$ cat src/rtl/custom_result_writer_pkg.sv
// Shared definitions for the accumulator write-back block: FSM state
// encoding, default geometry and the byte/write count helpers.
package custom_result_writer_pkg;

    typedef enum logic [1:0] {
        ST_IDLE  = 2'd0,
        ST_WRITE = 2'd1,
        ST_DONE  = 2'd2
    } wb_state_t;

    localparam int         DEF_NUM_ACC   = 4;
    localparam int         DEF_ACC_W     = 16;
    localparam int         DEF_ADDR_W    = 6;
    localparam logic [5:0] DEF_BASE_ADDR = 6'd48;

    // Bytes per accumulator result and byte writes per job.
    function automatic int calc_nb(input int acc_w);
        return acc_w / 8;
    endfunction

    function automatic int calc_nw(input int num_acc, input int acc_w);
        return num_acc * (acc_w / 8);
    endfunction

    localparam int NB = calc_nb(DEF_ACC_W);
    localparam int NW = calc_nw(DEF_NUM_ACC, DEF_ACC_W);

endpackage

$ cat src/rtl/custom_wb_addr_gen.sv
// Write index counter for the result writer. Turns the running byte index
// into a wrapped memory address plus result/byte selects into the snapshot.
module custom_wb_addr_gen
    import custom_result_writer_pkg::*;
#(
    parameter int                NUM_ACC   = DEF_NUM_ACC,
    parameter int                ACC_W     = DEF_ACC_W,
    parameter int                ADDR_W    = DEF_ADDR_W,
    parameter logic [ADDR_W-1:0] BASE_ADDR = DEF_BASE_ADDR
) (
    input  logic                                  clk,
    input  logic                                  rst,
    input  logic                                  clr,
    input  logic                                  inc,
    output logic [ADDR_W-1:0]                     addr,
    output logic [$clog2(calc_nw(NUM_ACC, ACC_W)+1)-1:0] res_sel,
    output logic [$clog2(calc_nw(NUM_ACC, ACC_W)+1)-1:0] byte_sel,
    output logic                                  last
);

    localparam int NB_L  = calc_nb(ACC_W);
    localparam int NW_L  = calc_nw(NUM_ACC, ACC_W);
    localparam int IDX_W = $clog2(NW_L + 1);

    logic [IDX_W-1:0] idx;

    // Up-counter: restarts at job start, advances once per issued byte.
    always_ff @(posedge clk) begin
        if (rst || clr) begin
            idx <= '0;
        end else if (inc) begin
            idx <= idx + 1'b1;
        end
    end

    // Address sum truncates to ADDR_W bits, which gives the modulo wrap.
    assign addr     = BASE_ADDR + ADDR_W'(idx);
    assign res_sel  = idx / IDX_W'(NB_L);
    assign byte_sel = idx % IDX_W'(NB_L);
    assign last     = (idx == IDX_W'(NW_L - 1));

endmodule

$ cat src/rtl/custom_result_writer.sv
// Accumulator write-back: snapshots the PE results on a job request, clears
// the accumulator bank, streams the results little-endian into the scratch
// memory one byte per cycle and then holds a done flag until en drops.
module custom_result_writer
    import custom_result_writer_pkg::*;
#(
    parameter int                NUM_ACC   = DEF_NUM_ACC,
    parameter int                ACC_W     = DEF_ACC_W,
    parameter int                ADDR_W    = DEF_ADDR_W,
    parameter logic [ADDR_W-1:0] BASE_ADDR = DEF_BASE_ADDR
) (
    input  logic                     clk,
    input  logic                     rst,
    input  logic                     en,
    input  logic [NUM_ACC*ACC_W-1:0] acc_data_i,
    output logic                     acc_clr_o,
    output logic                     mem_we_o,
    output logic [ADDR_W-1:0]        addr_o,
    output logic [7:0]               mem_data_o,
    output logic                     is_done_o
);

    localparam int SNAP_W = NUM_ACC * ACC_W;
    localparam int IDX_W  = $clog2(calc_nw(NUM_ACC, ACC_W) + 1);

    wb_state_t          state, state_nxt;
    logic [SNAP_W-1:0]  snapshot, snapshot_nxt;
    logic               acc_clr_nxt, mem_we_nxt, is_done_nxt;
    logic [ADDR_W-1:0]  addr_nxt;
    logic [7:0]         mem_data_nxt;

    logic               idx_clr, idx_inc, idx_last;
    logic [ADDR_W-1:0]  gen_addr;
    logic [IDX_W-1:0]   res_sel, byte_sel;
    logic [31:0]        bit_off;
    logic [SNAP_W-1:0]  snap_shifted;

    assign idx_clr = (state == ST_IDLE) && en;
    assign idx_inc = (state == ST_WRITE);

    custom_wb_addr_gen #(
        .NUM_ACC   (NUM_ACC),
        .ACC_W     (ACC_W),
        .ADDR_W    (ADDR_W),
        .BASE_ADDR (BASE_ADDR)
    ) u_addr_gen (
        .clk      (clk),
        .rst      (rst),
        .clr      (idx_clr),
        .inc      (idx_inc),
        .addr     (gen_addr),
        .res_sel  (res_sel),
        .byte_sel (byte_sel),
        .last     (idx_last)
    );

    // Byte selected from the snapshot; byte 0 of a result is its low byte.
    always_comb begin
        bit_off      = 32'(res_sel) * 32'(ACC_W) + 32'(byte_sel) * 32'd8;
        snap_shifted = snapshot >> bit_off;
    end

    // Next-state and next-output logic; address/data hold between writes.
    always_comb begin
        state_nxt    = state;
        snapshot_nxt = snapshot;
        acc_clr_nxt  = 1'b0;
        mem_we_nxt   = 1'b0;
        is_done_nxt  = 1'b0;
        addr_nxt     = addr_o;
        mem_data_nxt = mem_data_o;
        case (state)
            ST_IDLE: begin
                if (en) begin
                    snapshot_nxt = acc_data_i;
                    acc_clr_nxt  = 1'b1;
                    state_nxt    = ST_WRITE;
                end
            end
            ST_WRITE: begin
                mem_we_nxt   = 1'b1;
                addr_nxt     = gen_addr;
                mem_data_nxt = snap_shifted[7:0];
                if (idx_last) begin
                    state_nxt = ST_DONE;
                end
            end
            ST_DONE: begin
                // The first DONE edge always raises the flag, so a job whose
                // en dropped early still reports a one-cycle completion.
                if (!is_done_o || en) begin
                    is_done_nxt = 1'b1;
                end else begin
                    state_nxt = ST_IDLE;
                end
            end
            default: begin
                state_nxt = ST_IDLE;
            end
        endcase
    end

    // State, snapshot and output registers.
    always_ff @(posedge clk) begin
        if (rst) begin
            state      <= ST_IDLE;
            snapshot   <= '0;
            acc_clr_o  <= 1'b0;
            mem_we_o   <= 1'b0;
            addr_o     <= '0;
            mem_data_o <= '0;
            is_done_o  <= 1'b0;
        end else begin
            state      <= state_nxt;
            snapshot   <= snapshot_nxt;
            acc_clr_o  <= acc_clr_nxt;
            mem_we_o   <= mem_we_nxt;
            addr_o     <= addr_nxt;
            mem_data_o <= mem_data_nxt;
            is_done_o  <= is_done_nxt;
        end
    end

endmodule

$ cat config.mk
export PLATFORM = sky130hd
export DESIGN_NAME = custom_result_writer
export DESIGN_NICKNAME = d
export VERILOG_FILES = /design/src/rtl/custom_result_writer_pkg.sv /design/src/rtl/custom_wb_addr_gen.sv /design/src/rtl/custom_result_writer.sv
export SDC_FILE = /design/constraint.sdc
export NUM_CORES = 1
export LEC_CHECK = 0
export BUFFER_PORTS_ARGS = -buffer_cell sky130_fd_sc_hd__buf_4
export CAP_MARGIN = 20
export CORE_AREA = 10 10 88 90
export DETAILED_ROUTE_END_ITERATION = 7
export DIE_AREA = 0 0 98 100
export HOLD_SLACK_MARGIN = 0.05
export PLACE_DENSITY = 0.84
export RECOVER_POWER = 100
export SYNTH_ARGS = -nofsm -noshare
export SYNTH_HDL_FRONTEND = slang
export SYNTH_SLANG_ARGS = --single-unit
export TNS_END_PERCENT = 30
$ cat constraint.sdc
create_clock -name clk -period 3.5 [get_ports clk]
set_input_delay 0.35 -clock clk [delete_from_list [all_inputs] [get_ports clk]]
set_output_delay 0.35 -clock clk [all_outputs]
set_load 0.005 [all_outputs]
==> impl_metrics.ini, run 1 <==
[cells_and_area]
fin_nets = 420
drive_gt1_share_pct = 26.9
fin_util_pct = 65.7
num_antenna_cells = 0
area_growth_pct = 22.6

[synth]
syn_area_sq_mm = 0.00329
synth_top_area_share_pct = 52.4
yosys_register_bits = 86
synth_common_cells = 86 x dfxtp_1, 64 x a22o_1, 32 x mux2i_1
yosysWarningCount = 0
syn_inst = 283
synthArstFlopShare_pct = 0
syn-num-nets = 351
synth.avg_cell_area_sq_um = 11.6
ys_seq_area_share_pct = 52.4
yosysMostFrequentCell = dfxtp_1
synthTopCellsByArea = dfxtp_1 52%, a22o_1 17%, mux2i_1 9.7%
synth_top_area_cell = dfxtp_1
synth_ff_type = dfxtp_1
synth_cell_types = 33
synth_edf_count = 0

[worst_setup_path]
cp-end-kind = flop
rrSetupSlack_ns = 0.91
worstSetupEndpoint = mem_data_o[4]
path_class = reg2reg
start_kind = flop
crit_fanout = 36
rr_worst_depth = 3
arrival_ns = 2.85
timing.rr.end = mem_data_o[4]
worstReg2RegStart = u_addr_gen.idx[1]
cp-startpoint = u_addr_gen.idx[1]
worstPathRequired_ns = 3.76

[place]
hpwl_um = 5640
io_buffers = 83
gp_congestion = 0.726

[floorplan]
start_util_pct = 53.6
coreArea_sq_mm = 0.00613
die-area_sq_mm = 0.00980
die_h_um = 100
die_w_um = 98
ios = 84
row_count = 29

[pwr]
power.share.clock_pct = 36.1
seqPwrFrac_pct = 52.3
p_leak_nw = 1.60
ir_worst_vdd_uv = 256
powerDensity_mw_per_mm2 = 517
switchingPower_w = 0.000504
comb_power_share_pct = 11.6
internal_power_w = 0.00158
switching_share_pct = 24.2

[drt]
routed_wl_um = 7990
wl_per_cell_um = 18.4
met1_length_um = 3540
viasPerCell = 5.77
top_layer_used = met4
wl_met3_um = 494
ant_nets = 0
firstDrtPassIters = 4
drc = 0
met2WireLength_um = 3720
via_count = 2503
drt_iter0_markers = 171

[outcome]
violations = max-capacitance violations, max-slew violations
status = complete, but fails checks

[clock_network]
clockRootBuffer = clkbuf_8
clock_latency_ns = 0.36
cts_buffer_depth = 2
clk_pin_slew_ns = 0.09
htree_num_levels = 3
cts_hold_buf = 0
cts_buffers = 9
tritoncts = built
cts_sinks = 86
cts_resized = 0
post_cts_buffers = 0

[global_route]
grt_max_degree = 67
antenna_found_initial = 0
grt_use_total_pct = 15.6
gr-total-overflow = 0
grt_pass1_vias = 2531
grt_pass1_wl_um = 12600

[sta]
rsz0062_at_grt = no
setup_viol = 0
fmax_mhz = 386
worstMarginPinSlew_ns = 1.96
clock_skew_ns = 0.00934
finalCriticalPeriod_ns = 2.59
slew_headroom_pct = -31.1
maxSlewViolCount = 37
post-route-period-util_pct = 74.0
finalHoldViolCount = 0
tns_ns = 0

[hold_path]
hold_path_class = in2reg
min_from = acc_data_i[3]

[job]
maxCapViolations = 1
## worst max-delay path, cell delays in order, from the launching register on
cell and delay, ns:
dfxtp_1 1.66, mux2i_1 0.35, a22oi_1 0.16, a32o_1 0.31
## metrics by stage
step	power, W	hold slack [ns]	instance area (sq um)	cells	worst slack (ns)
floorplan	0.00126	0.448	3290	283	2.18
global placement	0.00134	0.445	3840	417	1.62
detailed placement	0.00135	0.448	3840	417	1.56
CTS	0.00209	0.193	4050	433	1.55
global route	0.00215	0.194	4030	434	0.760
finish	0.00208	0.191	4030	434	0.909
## cells by family (layout without fill, tap and decap cells)
group | after synthesis | count (layout) | share of synthesized area (%)
compound gates | 102 | 102 | 25.7
mux | 32 | 32 | 9.75
fa+ha+maj | 1 | 1 | 0.381
buf+inv | 30 | 104 | 6.01
simple gates | 30 | 30 | 5.29
flops | 86 | 86 | 52.4
xor+xnor | 2 | 2 | 0.533
## area by class of cell
| cell class | count | area [sq um] |
|---|---|---|
| sequential | 86 | 1720 |
| fill | 493 | 2100 |
| tap | 77 | 96.3 |
| inverter | 3 | 11.3 |
| multi-input combinational | 167 | 1370 |
| clock inverter | 6 | 86.3 |
| timing repair buffer | 85 | 618 |
| clock buffer | 10 | 128 |
## sequential cells by signal, indices dropped and copies added, names as in the netlist
register,count
mem_data_o,8
addr_o,5
is_done_o,1
acc_clr_o,1
u_addr_gen.idx,4
mem_we_o,1
snapshot,64
state,2
## metal layers
metal / vias up / track usage [%]
li1: 1213 / -
met1: 1176 / 19.9
met2: 95 / 23.7
met3: 19 / 3.30
met4: 0 / 9.40
met5: - / 0
## how the worst min path moves through the flow
stage / end / slack (ns) / cells past startpoint
floorplan: snapshot[0] / 0.45 / 1
global placement: addr_o[3] / 0.45 / 2
detailed placement: addr_o[3] / 0.45 / 2
CTS: snapshot[2] / 0.19 / 2
global route: snapshot[2] / 0.19 / 2
finish: snapshot[3] / 0.19 / 2
## layout by cell type (no fill, tap or decap), types with 2 or more instances in the layout
| master | Yosys | layout |
|---|---|---|
| buf_4 | 6 | 66 |
| mux2i_1 | 32 | 32 |
| nand3b_1 | 2 | 2 |
| clkbuf_4 | 0 | 9 |
| clkinv_2 | 0 | 2 |
| o21ai_0 | 3 | 3 |
| nor2_1 | 6 | 6 |
| dfxtp_1 | 86 | 86 |
| clkbuf_8 | 0 | 9 |
| nor2b_1 | 3 | 3 |
| clkbuf_1 | 4 | 9 |
| a22oi_1 | 16 | 16 |
| inv_1 | 3 | 3 |
| a22o_1 | 64 | 64 |
| bufinv_16 | 0 | 2 |
| a32o_1 | 8 | 8 |
| nand2_1 | 10 | 10 |
| a21oi_1 | 7 | 7 |
| nand2b_1 | 1 | 2 |
## power by group through the flow
stage          clock network (W)  registers [W]  logic, W
3_3_place_gp                   0        0.00111  0.000233
3_5_place_dp                   0        0.00111  0.000240
5_1_grt                 0.000792        0.00110  0.000263
2_1_floorplan                  0        0.00110  0.000159
6_report                0.000752        0.00109  0.000241
4_1_cts                 0.000760        0.00109  0.000241
Power figures use the tool's default switching activity.
==> run 2: changes to the inputs <==
--- a/config.mk
+++ b/config.mk
@@ -7,11 +7,11 @@
 export LEC_CHECK = 0
 export BUFFER_PORTS_ARGS = -buffer_cell sky130_fd_sc_hd__buf_4
 export CAP_MARGIN = 20
-export CORE_AREA = 10 10 88 90
+export CORE_AREA = 10 10 91 93
 export DETAILED_ROUTE_END_ITERATION = 7
-export DIE_AREA = 0 0 98 100
+export DIE_AREA = 0 0 101 103
 export HOLD_SLACK_MARGIN = 0.05
-export PLACE_DENSITY = 0.84
+export PLACE_DENSITY = 0.79
 export RECOVER_POWER = 100
 export SYNTH_ARGS = -nofsm -noshare
 export SYNTH_HDL_FRONTEND = slang
==> constraint.sdc (replaced) <==
create_clock -name clk -period 2.4 [get_ports clk]
set_input_delay 0.24 -clock clk [delete_from_list [all_inputs] [get_ports clk]]
set_output_delay 0.24 -clock clk [all_outputs]
set_load 0.005 [all_outputs]
==> impl_metrics.ini, run 2 (same netlist as run 1, synthesis figures left out) <==
[sta]
worstMarginPinSlew_ns = 0.665
slew_headroom_pct = 55.6
post-route-period-util_pct = 77.6
fin_ws_ns = 0.538
fmax_mhz = 537
rsz0062_at_grt = no
finalCriticalPeriod_ns = 1.86
setup_viol = 0
finalHoldViolCount = 0
maxSlewViolCount = 0
clock_skew_ns = 0.00739
hold_ws_ns = 0.0947
tns_ns = 0

[clock_network]
clock_latency_ns = 0.35
cts_buffers = 9
post_cts_buffers = 0
htree_num_levels = 3
clockRootBuffer = clkbuf_8
cts_resized = 0
cts_buffer_depth = 2
cts_sinks = 86
tritoncts = built
clk_pin_slew_ns = 0.08
cts_hold_buf = 0

[floorplan]
die-area_sq_mm = 0.0104
die_w_um = 101
die_h_um = 103
start_util_pct = 50.0
row_count = 30
ios = 84
coreArea_sq_mm = 0.00657

[cells_and_area]
largestRegisters = snapshot: 64 flops, mem_data_o: 8 flops, addr_o: 5 flops
drive_gt1_share_pct = 28.3
fill_cells = 552
instances_no_fill = 440
largest_reg_flops = 64
fin_area_sq_mm = 0.00411
regMostFlops = snapshot
mostFrequentLayoutCells = 86 x dfxtp_1, 67 x buf_4, 64 x a22o_1
num_antenna_cells = 0
area_growth_pct = 24.9
fin_nets = 423
final_common_cell = dfxtp_1

[pwr]
seqPwrFrac_pct = 50.9
ir_worst_vdd_uv = 393
comb_power_share_pct = 11.5
switching_share_pct = 22.5
powerDensity_mw_per_mm2 = 759
power.share.clock_pct = 37.6
p_leak_nw = 1.65
internal_power_w = 0.00241
switchingPower_w = 0.000703

[place]
gp_congestion = 0.766
placed_cell_area_sq_mm = 0.00389
hpwl_um = 5730
io_buffers = 83
dp.cells = 424
post-place-ws_ns = 0.844

[drt]
drc = 0
via_count = 2495
met1_length_um = 3500
routed_wl_um = 7870
wl_per_cell_um = 17.9
drt_iter0_markers = 183
viasPerCell = 5.67
ant_nets = 0
firstDrtPassIters = 4
met2WireLength_um = 3670
wl_met3_um = 572
top_layer_used = met4

[worst_setup_path]
start_kind = flop
worstPathRequired_ns = 2.69
cp-end-kind = flop
max_stage_delay_ns = 0.58
crit_fanout = 49
cp_slowest_cell = o21a_1
path_class = reg2reg
arrival_ns = 2.16
worstPathCellList = nand2b_1, o21a_1, buf_12, a22o_1

[global_route]
grt_pass1_vias = 2567
antenna_found_initial = 0
gr-total-overflow = 0
grt_use_total_pct = 15.2
grt_max_degree = 67
grt_pass1_wl_um = 12600

[job]
maxCapViolations = 0

[outcome]
status = complete, no violations

[hold_path]
hold_path_class = in2reg
## run 2: cell types whose count changed in the layout (fill, tap and decap cells not counted), sizes merged
cell and change:
clkinvlp -1, buf +2, clkbuf +3, clkinv -2, bufinv +1
## run 2: area by class of cell
class / instances / area (sq um) / area share, %
sequential: 86 / 1720 / 41.9
multi-input combinational: 167 / 1370 / 33.3
timing repair buffer: 88 / 676 / 16.5
clock buffer: 12 / 135 / 3.29
tap: 80 / 100 / 2.44
clock inverter: 4 / 95.1 / 2.32
inverter: 3 / 11.3 / 0.274
## run 2: metrics by stage
stage / total power, W / util [%]
after global placement: 0.00197 / 59.3
after floorplan: 0.00183 / -
after global routing: 0.00323 / 62.5
final: 0.00312 / 62.5
after detailed placement: 0.00198 / 59.3
after CTS: 0.00313 / 62.8
## run 2: critical path: cells and delay by family, from the launching register on
| kind | cells | cell delay, ns |
|---|---|---|
| AND/OR/NAND/NOR | 1 | 0.25 |
| AO/OA/AOI/OAI | 2 | 0.76 |
| buffers and inverters | 1 | 0.31 |
| flip-flops | 1 | 0.48 |
## run 2: per-layer routing
metal	global-route usage [%]	up-vias
li1	-	1216
met1	18.8	1185
met2	23.4	82
met3	4.96	12
met4	7.18	0
met5	0	-
## run 2: final timing paths
kind / startpoint / endpoint / slack [ns] / cells past startpoint
setup reg to reg: state[1] / snapshot[25] / 0.54 / 4
hold / removal: acc_data_i[5] / snapshot[5] / 0.09 / 2
hold reg to reg: addr_o[3] / addr_o[3] / 0.46 / 2
setup / recovery: state[1] / snapshot[25] / 0.54 / 4
## run 2: power by group through the flow
stage	Combinational [W]	Sequential (W)	Clock [W]
6_report	0.000358	0.00159	0.00117
5_1_grt	0.000395	0.00160	0.00123
4_1_cts	0.000367	0.00159	0.00118
3_5_place_dp	0.000366	0.00162	0
3_3_place_gp	0.000360	0.00161	0
2_1_floorplan	0.000232	0.00160	0
==> run 3: changes to the inputs <==
--- a/config.mk
+++ b/config.mk
@@ -5,13 +5,14 @@
 export SDC_FILE = /design/constraint.sdc
 export NUM_CORES = 1
 export LEC_CHECK = 0
+export ABC_AREA = 1
 export BUFFER_PORTS_ARGS = -buffer_cell sky130_fd_sc_hd__buf_4
 export CAP_MARGIN = 20
-export CORE_AREA = 10 10 91 93
+export CORE_AREA = 10 10 98 100
 export DETAILED_ROUTE_END_ITERATION = 7
-export DIE_AREA = 0 0 101 103
+export DIE_AREA = 0 0 108 110
 export HOLD_SLACK_MARGIN = 0.05
-export PLACE_DENSITY = 0.79
+export PLACE_DENSITY = 0.76
 export RECOVER_POWER = 100
 export SYNTH_ARGS = -nofsm -noshare
 export SYNTH_HDL_FRONTEND = slang
==> constraint.sdc (replaced) <==
create_clock -name clk -period 1.7 [get_ports clk]
set_input_delay 0.17 -clock clk [delete_from_list [all_inputs] [get_ports clk]]
set_output_delay 0.17 -clock clk [all_outputs]
set_load 0.005 [all_outputs]
==> impl_metrics.ini, run 3 <==
[outcome]
status = complete, no violations

[synth]
synthArstFlopShare_pct = 0
synth.avg_cell_area_sq_um = 7.23
synth_edf_count = 0
syn_area_sq_mm = 0.00358
yosysMostFrequentCell = nand2_1
synth_top_area_cell = dfxtp_1
ys_seq_area_share_pct = 48.0
yosysWarningCount = 0
yosys_register_bits = 86
synth_ff_type = dfxtp_1
synth_top_area_share_pct = 48.0
synthTopCellsByArea = dfxtp_1 48%, nand2_1 15%, nand3_1 8.1%
synth_common_cells = 144 x nand2_1, 86 x dfxtp_1, 71 x inv_1
syn_inst = 496
synth_cell_types = 23
syn-num-nets = 564

[worst_setup_path]
path_class = reg2reg
crit_top_cell = nand3_1
max_stage_delay_ns = 0.43
crit_fanout = 18
cp_slowest_cell = inv_1
arrival_ns = 1.78
path_buf_inv = 2
cp.depth = 7
start_kind = flop
crit_family = buffers and inverters
worstPathCellList = inv_1, buf_12, nand2_1, nand3_1, nand3_1, nand3_1, a21oi_1
cp-end-kind = flop
worstPathRequired_ns = 1.95
rr_worst_depth = 7

[sta]
tns_ns = 0
fmax_mhz = 657
finalHoldViolCount = 0
fin_ws_ns = 0.177
post-route-period-util_pct = 89.6
setup_viol = 0
finalCriticalPeriod_ns = 1.52
worstMarginPinSlew_ns = 0.566
maxSlewViolCount = 0
rsz0062_at_grt = no
slew_headroom_pct = 62.2
clock_skew_ns = 0.0102

[cells_and_area]
fill_cells = 640
seqCellArea_sq_mm = 0.00172
fin_util_pct = 66.4
instances_no_fill = 740
multiInputGateArea_sq_mm = 0.00137
regMostFlops = snapshot
fin_nets = 700
final_common_cell = nand2_1
area_growth_pct = 41.7
largest_reg_flops = 64
drive_gt1_share_pct = 16.8
largestRegisters = snapshot: 64 flops, mem_data_o: 8 flops, addr_o: 5 flops
mostFrequentLayoutCells = 144 x nand2_1, 86 x dfxtp_1, 72 x inv_1

[hold_path]
whs_path_depth = 2
hold_path_class = in2reg

[clock_network]
cts_sinks = 86
htree_num_levels = 3
clk_pin_slew_ns = 0.08
cts_buffer_depth = 2
cts_buffers = 9
tritoncts = built
post_cts_buffers = 0
clock_latency_ns = 0.36
clockRootBuffer = clkbuf_8

[floorplan]
row_count = 32
die_w_um = 108
coreArea_sq_mm = 0.00765
die-area_sq_mm = 0.0119
start_util_pct = 46.9
ios = 84
die_h_um = 110

[drt]
drt_iter0_markers = 228
ant_nets = 0
met2WireLength_um = 5120
wl_per_cell_um = 13.9
top_layer_used = met4
routed_wl_um = 10300
wl_met3_um = 667
viasPerCell = 4.80
met1_length_um = 4380
firstDrtPassIters = 5
drc = 0
via_count = 3550

[pwr]
p_total_w = 0.00469
p_leak_nw = 2.22
ir_worst_vdd_uv = 482
powerDensity_mw_per_mm2 = 924

[global_route]
antenna_found_initial = 0
grt_use_total_pct = 17.5
grt_pass1_wl_um = 16800
gr-total-overflow = 0
grt_pass1_vias = 3504
grt_max_degree = 35

[job]
maxCapViolations = 0

[place]
gp_congestion = 0.829
post-place-ws_ns = 0.307
dp.cells = 659
hpwl_um = 6910
io_buffers = 83
[run 3: cell types whose count changed in the layout (fill, tap and decap cells not counted), sizes merged, moves of 3 or more]
cell	change
a21oi	+7
a22o	-64
a22oi	-16
a32o	-8
buf	+4
dlygate4sd3	+64
inv	+71
mux2i	-32
nand2	+136
nand3	+57
nor2	+8
nor2b	-3
o21ai	+64
[run 3: cells by family after synthesis]
group,Yosys count,share of synthesized area (%)
simple gates,221,26.2
buf+inv,105,13.7
flops,86,48.0
compound gates,83,11.7
fa+ha+maj,1,0.349
[run 3: worst register-to-register path, delay by kind of cell (launching register included)]
family	cells	cell delay (ns)
compound gates	1	0.06
simple gates	4	0.35
buf+inv	2	0.66
flops	1	0.34
[run 3: stage by stage]
step	hold slack (ns)	area, sq um
6_report	0.0954	5080
3_5_place_dp	0.376	4230
2_1_floorplan	0.283	3580
3_3_place_gp	0.370	4230
4_1_cts	0.102	5110
5_1_grt	0.0975	5080
[run 3: path summary, 6_finish.rpt]
kind | to | slack (ns) | start
setup / recovery | mem_data_o[4] | 0.18 | u_addr_gen.idx[0]
setup reg to reg | mem_data_o[4] | 0.18 | u_addr_gen.idx[0]
hold / removal | mem_data_o[0] | 0.1 | rst
hold reg to reg | mem_data_o[3] | 0.47 | mem_data_o[3]
[run 3: layout make-up]
| class | count | area share, % |
|---|---|---|
| diodes | 1 | 0.0493 |
| well taps | 102 | 2.51 |
| inverters | 74 | 5.49 |
| clock inverters | 6 | 2.14 |
| flip-flops and latches | 86 | 33.9 |
| multi-input cells | 305 | 26.9 |
| repair buffers | 156 | 26.5 |
| clock buffers | 10 | 2.51 |
[run 3: repair_timing]
| action | 4_1_cts | 5_1_grt |
|---|---|---|
| hold buffers | 64 | 0 |
| resized for setup | 0 | 0 |
| hold endpoints to repair | 64 | 0 |
[run 3: layer usage]
metal	vias up	track usage (%)
met1	1620	20.2
met2	105	30.4
met4	0	4.77
met5	-	0
li1	1814	-
met3	11	6.04
[run 3: power by group]
part | switching (W) | internal, W | total [W]
registers | 0.0000487 | 0.00216 | 0.00221
logic | 0.000416 | 0.000378 | 0.000794
clock network | 0.000711 | 0.000976 | 0.00169
total | 0.00118 | 0.00352 | 0.00469
